--- config.mk ---
export PLATFORM = sky130hd
export DESIGN_NAME = hazard_detection_unit
export DESIGN_NICKNAME = d
export VERILOG_FILES = /design/src/rtl/hazard_pkg.sv /design/src/rtl/sat_counter.sv /design/src/rtl/hazard_detection_unit.sv
export SDC_FILE = /design/constraint.sdc
export NUM_CORES = 1
export LEC_CHECK = 0
export BUFFER_PORTS_ARGS = -buffer_cell sky130_fd_sc_hd__buf_4
export CAP_MARGIN = 10
export CORE_MARGIN = 10
export CORE_UTILIZATION = 54
export DETAILED_ROUTE_END_ITERATION = 7
export GPL_ROUTABILITY_DRIVEN = 0
export PLACE_DENSITY = 0.8
export SLEW_MARGIN = 20
export SYNTH_ARGS = -nofsm -noshare
export SYNTH_HDL_FRONTEND = slang
export SYNTH_SLANG_ARGS = --single-unit
export TNS_END_PERCENT = 50
--- constraint.sdc ---
create_clock -name i_clk -period 2.31 [get_ports i_clk]
set_input_delay 0.462 -clock i_clk [delete_from_list [all_inputs] [get_ports i_clk]]
set_output_delay 0.462 -clock i_clk [all_outputs]
set_load 0.05 [all_outputs]
--- src/rtl/hazard_pkg.sv ---
// hazard_pkg: shared FSM encoding and pipeline NOP for hazard control
package hazard_pkg;
   typedef enum logic [1:0] {
      RUN      = 2'd0,
      MEM_WAIT = 2'd1,
      ERROR    = 2'd2
   } hazard_state_t;
   localparam logic [31:0] NOP_INSTR = 32'h00000013;
endpackage

--- src/rtl/sat_counter.sv ---
// sat_counter: up counter that sticks at all-ones instead of wrapping
module sat_counter #(
   parameter int W = 32
) (
   input  logic         i_clk,
   input  logic         i_rst,
   input  logic         i_inc,
   output logic [W-1:0] o_count
);
   always_ff @(posedge i_clk)
      o_count <= i_rst ? '0 : (i_inc && !(&o_count)) ? o_count + W'(1) : o_count;
endmodule

--- src/rtl/hazard_detection_unit.sv ---
// hazard_detection_unit: load-use bubbles, data-memory freeze with timeout,
// and taken-branch flushes for the 5-stage pipeline.
module hazard_detection_unit
   import hazard_pkg::*;
#(
   parameter int CNT_W       = 32,
   parameter int MEM_TIMEOUT = 255,
   parameter int TO_W        = 16
) (
   input  logic             i_clk,
   input  logic             i_rst,
   input  logic [4:0]       i_rs1_IFID,
   input  logic [4:0]       i_rs2_IFID,
   input  logic             i_uses_rs1_IFID,
   input  logic             i_uses_rs2_IFID,
   input  logic [4:0]       i_rd_IDEX,
   input  logic             i_clu_MemRead_IDEX,
   input  logic             i_dmem_req_EXMEM,
   input  logic             i_dmem_ready,
   input  logic             i_branch_taken_EX,
   output logic             o_pc_write,
   output logic             o_ifid_write,
   output logic             o_idex_bubble,
   output logic             o_ifid_flush,
   output logic             o_idex_flush,
   output logic             o_pipe_hold,
   output logic             o_mem_timeout,
   output logic [CNT_W-1:0] o_stall_cycles,
   output logic [CNT_W-1:0] o_flush_count
);
   hazard_state_t state, state_n;
   logic [TO_W-1:0] cnt, cnt_n;
   logic lu, mw;
   assign lu = i_clu_MemRead_IDEX && i_rd_IDEX != 5'd0 &&
               ((i_uses_rs1_IFID && i_rs1_IFID == i_rd_IDEX) ||
                (i_uses_rs2_IFID && i_rs2_IFID == i_rd_IDEX));
   assign mw = i_dmem_req_EXMEM && !i_dmem_ready;
   always_ff @(posedge i_clk) begin
      if (i_rst) begin
         state <= RUN;
         cnt   <= '0;
      end else begin
         state <= state_n;
         cnt   <= cnt_n;
      end
   end
   // Reset forces the RUN defaults regardless of the stored state.
   always_comb begin
      o_pc_write    = 1'b1;
      o_ifid_write  = 1'b1;
      o_idex_bubble = 1'b0;
      o_ifid_flush  = 1'b0;
      o_idex_flush  = 1'b0;
      o_pipe_hold   = 1'b0;
      o_mem_timeout = 1'b0;
      state_n       = state;
      cnt_n         = cnt;
      if (!i_rst) begin
         if (state == ERROR) begin
            o_pc_write    = 1'b0;
            o_ifid_write  = 1'b0;
            o_pipe_hold   = 1'b1;
            o_mem_timeout = 1'b1;
         end else if (mw) begin
            o_pc_write   = 1'b0;
            o_ifid_write = 1'b0;
            o_pipe_hold  = 1'b1;
            if (state == MEM_WAIT) begin
               state_n = (cnt >= TO_W'(MEM_TIMEOUT)) ? ERROR : MEM_WAIT;
               cnt_n   = (cnt >= TO_W'(MEM_TIMEOUT)) ? cnt : cnt + TO_W'(1);
            end else begin
               state_n = MEM_WAIT;
               cnt_n   = TO_W'(1);
            end
         end else begin
            state_n = RUN;
            cnt_n   = '0;
            if (i_branch_taken_EX) begin
               o_ifid_flush = 1'b1;
               o_idex_flush = 1'b1;
            end else if (lu) begin
               o_pc_write    = 1'b0;
               o_ifid_write  = 1'b0;
               o_idex_bubble = 1'b1;
            end
         end
      end
   end
   sat_counter #(.W(CNT_W)) u_stall_cnt (
      .i_clk   (i_clk),
      .i_rst   (i_rst),
      .i_inc   (!o_pc_write),
      .o_count (o_stall_cycles)
   );
   sat_counter #(.W(CNT_W)) u_flush_cnt (
      .i_clk   (i_clk),
      .i_rst   (i_rst),
      .i_inc   (o_ifid_flush),
      .o_count (o_flush_count)
   );
endmodule

==> summary.txt <==
Placement
  • Port Buf Inserts: 93
  • Post-DP HPWL: 7.72 mm
  • Place WS: -0.179 ns
  • Placed cell area: 0.00498 mm²

Layout
  • # fillers: about 580
  • Storage element area: about 0.0017 mm²
  • Final Instance Area: 0.00522 mm²
  • Area occupied by multi-input gates: 0.00225 mm²
  • Area grow syn2layout: 31.6%
  • Antenna cell count: 0
  • Final Util: 0.723
  • Layout cells sized above 1: 0.313
  • Most frequent cells in the layout: buf_4, nor2_1, dfxtp_1
  • Final net count: 617
  • Commonest non-fill, non-tap cell in the layout: buf_4

GRT
  • Initial antenna violation count: 0
  • First-pass GRT wire length: 17.0 mm
  • GRT Util Overall: 0.178
  • Overflow after GRT: 0
  • Largest net degree at the start of global routing: 38
  • Vias in the first global route: 3,591

Power
  • P_leak: 0.00209 µW
  • Maximum VDD drop: around 0.30 mV
  • Pwr dens: 505 mW/mm²
  • Tot Pwr: 2630 µW

Critical path
  • CP Max Fanout: 4
  • Startpoint types: primary input
  • Setup crit start: i_rd_IDEX[1]
  • Crit path DAT: 1.78 ns
  • Worst Setup End Kind: primary output
  • Req. time, crit path: 1.85 ns
  • FF-to-FF Start: u_flush_cnt.o_count[0]
  • WS Path Type: in -> out

Synth
  • Synth area leaders: dfxtp_1, nor2_1, xor2_1
  • Avg Inst Size Synth: about 8.3 µm²
  • Number of flops mapped to enable cells by yosys: 0
  • Synth Instances: 476
  • Post-Syn Nets: 502
  • Yosys top cell by area: dfxtp_1
  • Most used DFF post-synth: dfxtp_1
  • Register area share after synthesis: 0.414
  • Flops & latches, synth: 82
  • Post-synth ARST share: 0
  • Top cell type's share of synthesized area: 0.414
  • Synth unique cells: 48
  • Netlist Area Pre-Place: 0.00397 mm²
  • Yosys warnings: 0

STA
  • Final hold violation count: 0
  • Setup TNS: 0 ns
  • Final slew viol count: 0
  • Minimum clock period after layout: 2.24 ns
  • Slew @ Worst Pin: 0.467 ns
  • Relative slew margins: 0.688
  • Post-route clock skew: 0.0113 ns
  • Final WS setup: 0.0694 ns
  • Tcrit/Tclk final: 0.970
  • RSZ-0062 raised after global routing: true
  • # setup viols final: 0
  • Max Clock Freq: 446 MHz

Clock tree
  • Clock-pin slew on the worst setup and hold paths: 0.07 ns
  • Clock sinks: about 80
  • Worst skew pair latency: 0.35 ns
  • CTS buffer count: 9
  • Deepest clock path buffer count: 2
  • Clock root cell: clkbuf_8
  • CTS Hold Bufs: 0
  • CTS tree: yes
  • Depth of the CTS H-tree: 3

Detailed routing
  • Drt pass-1 iters: 4
  • Final ANT Viol Nets: 0
  • # DRC: 0
  • Via/cell ratio: 5.42
  • DRT Wirelength: between 10 and 15 mm
  • Initial drt markers: approximately 110
  • Via count: between 3,000 and 4,000
  • Drt wl/cell: 14.7 µm

Run
  • Max_cap viols: 0

Floorplan
  • Initial Util: 0.550
  • Area of the core: 0.00721 mm²
  • Area of the die: roughly 0.011 mm²
  • Die width: 106 µm
  • Rows: 31
  • Die Height: 106 µm
  • I/O pin count: 94

Outcome
  • Status: completed

Hold path
  • Hold Crit Class: reg -> reg
  • Critical hold path startpoint: u_stall_cnt.o_count[3]
[area by class of cell]
| class | count | area share |
|---|---|---|
| clock buffer | 12 | 0.0297 |
| clock inverter | 2 | 0.00719 |
| inverter | 13 | 0.0108 |
| multi-input combinational | 365 | 0.431 |
| sequential | 82 | 0.322 |
| tap | 99 | 0.0237 |
| timing repair buffer | 120 | 0.175 |
[Yosys cell counts (9+ instances only)]
library cell / instances
clkbuf_1: 13
nand4_1: 18
nor3_1: 12
dfxtp_1: 82
and3_1: 21
and4_1: 10
a21oi_1: 10
o21ai_0: 14
inv_1: 13
nand2_1: 35
nor2_1: 76
xnor2_1: 29
nand2b_1: 9
xor2_1: 30
nand3_1: 34
[routing by layer]
| metal | global-route usage | wire, µm | up-vias |
|---|---|---|---|
| met2 | 0.307 | 5170 | 74 |
| met3 | 0.0512 | 524 | 15 |
| met5 | 0 | 0 | - |
| li1 | - | - | 1882 |
| met4 | 0.0580 | 146 | 0 |
| met1 | 0.206 | 4370 | 1782 |
[state kept, by name, summed over array words and instances (netlist names)]
name	flops
cnt	16
u_stall_cnt.o_count	32
state	2
u_flush_cnt.o_count	32
[cells by family (layout without fill, tap and decap cells)]
kind of cell,count (synthesis),count (layout),synth area share
fa+ha+maj,3,3,0.00947
buf+inv,29,147,0.0303
simple gates,254,254,0.336
flops,82,82,0.414
xor+xnor,59,59,0.130
compound gates,47,47,0.0742
mux,2,2,0.00568
[where the power goes]
| group | switching [µW] | internal, µW |
|---|---|---|
| logic | 98.3 | 73.4 |
| clock network | 491 | 548 |
| registers | 6.57 | 1420 |
| total | 596 | 2040 |
[worst max-delay path, stage by stage]
cell and delay, ns:
buf_4 0.11, or4_1 0.54, o21ai_2 0.14, nor2_1 0.07, a21o_4 0.25, inv_8 0.07
buf_8 0.13
[final timing paths]
kind,endpoint,slack [ns],cells after the start
worst min-delay path,u_stall_cnt.o_count[3],0.47,1
worst max-delay path,o_pc_write,0.07,7
worst max register to register,u_flush_cnt.o_count[8],0.17,8
worst min register to register,u_stall_cnt.o_count[3],0.47,1
[metrics by stage]
stage	hold WS (ns)	instances
floorplan	0.448	476
global placement	0.457	679
finish	0.468	693
detailed placement	0.461	679
global route	0.485	693
CTS	0.471	693
[timing repair]
action	CTS	global route
pin swaps	1	3
gates cloned	0	0
buffers inserted	1	0
gates resized for setup	5	5
setup endpoints to repair	2	15
(Power assumes the default switching activity.)
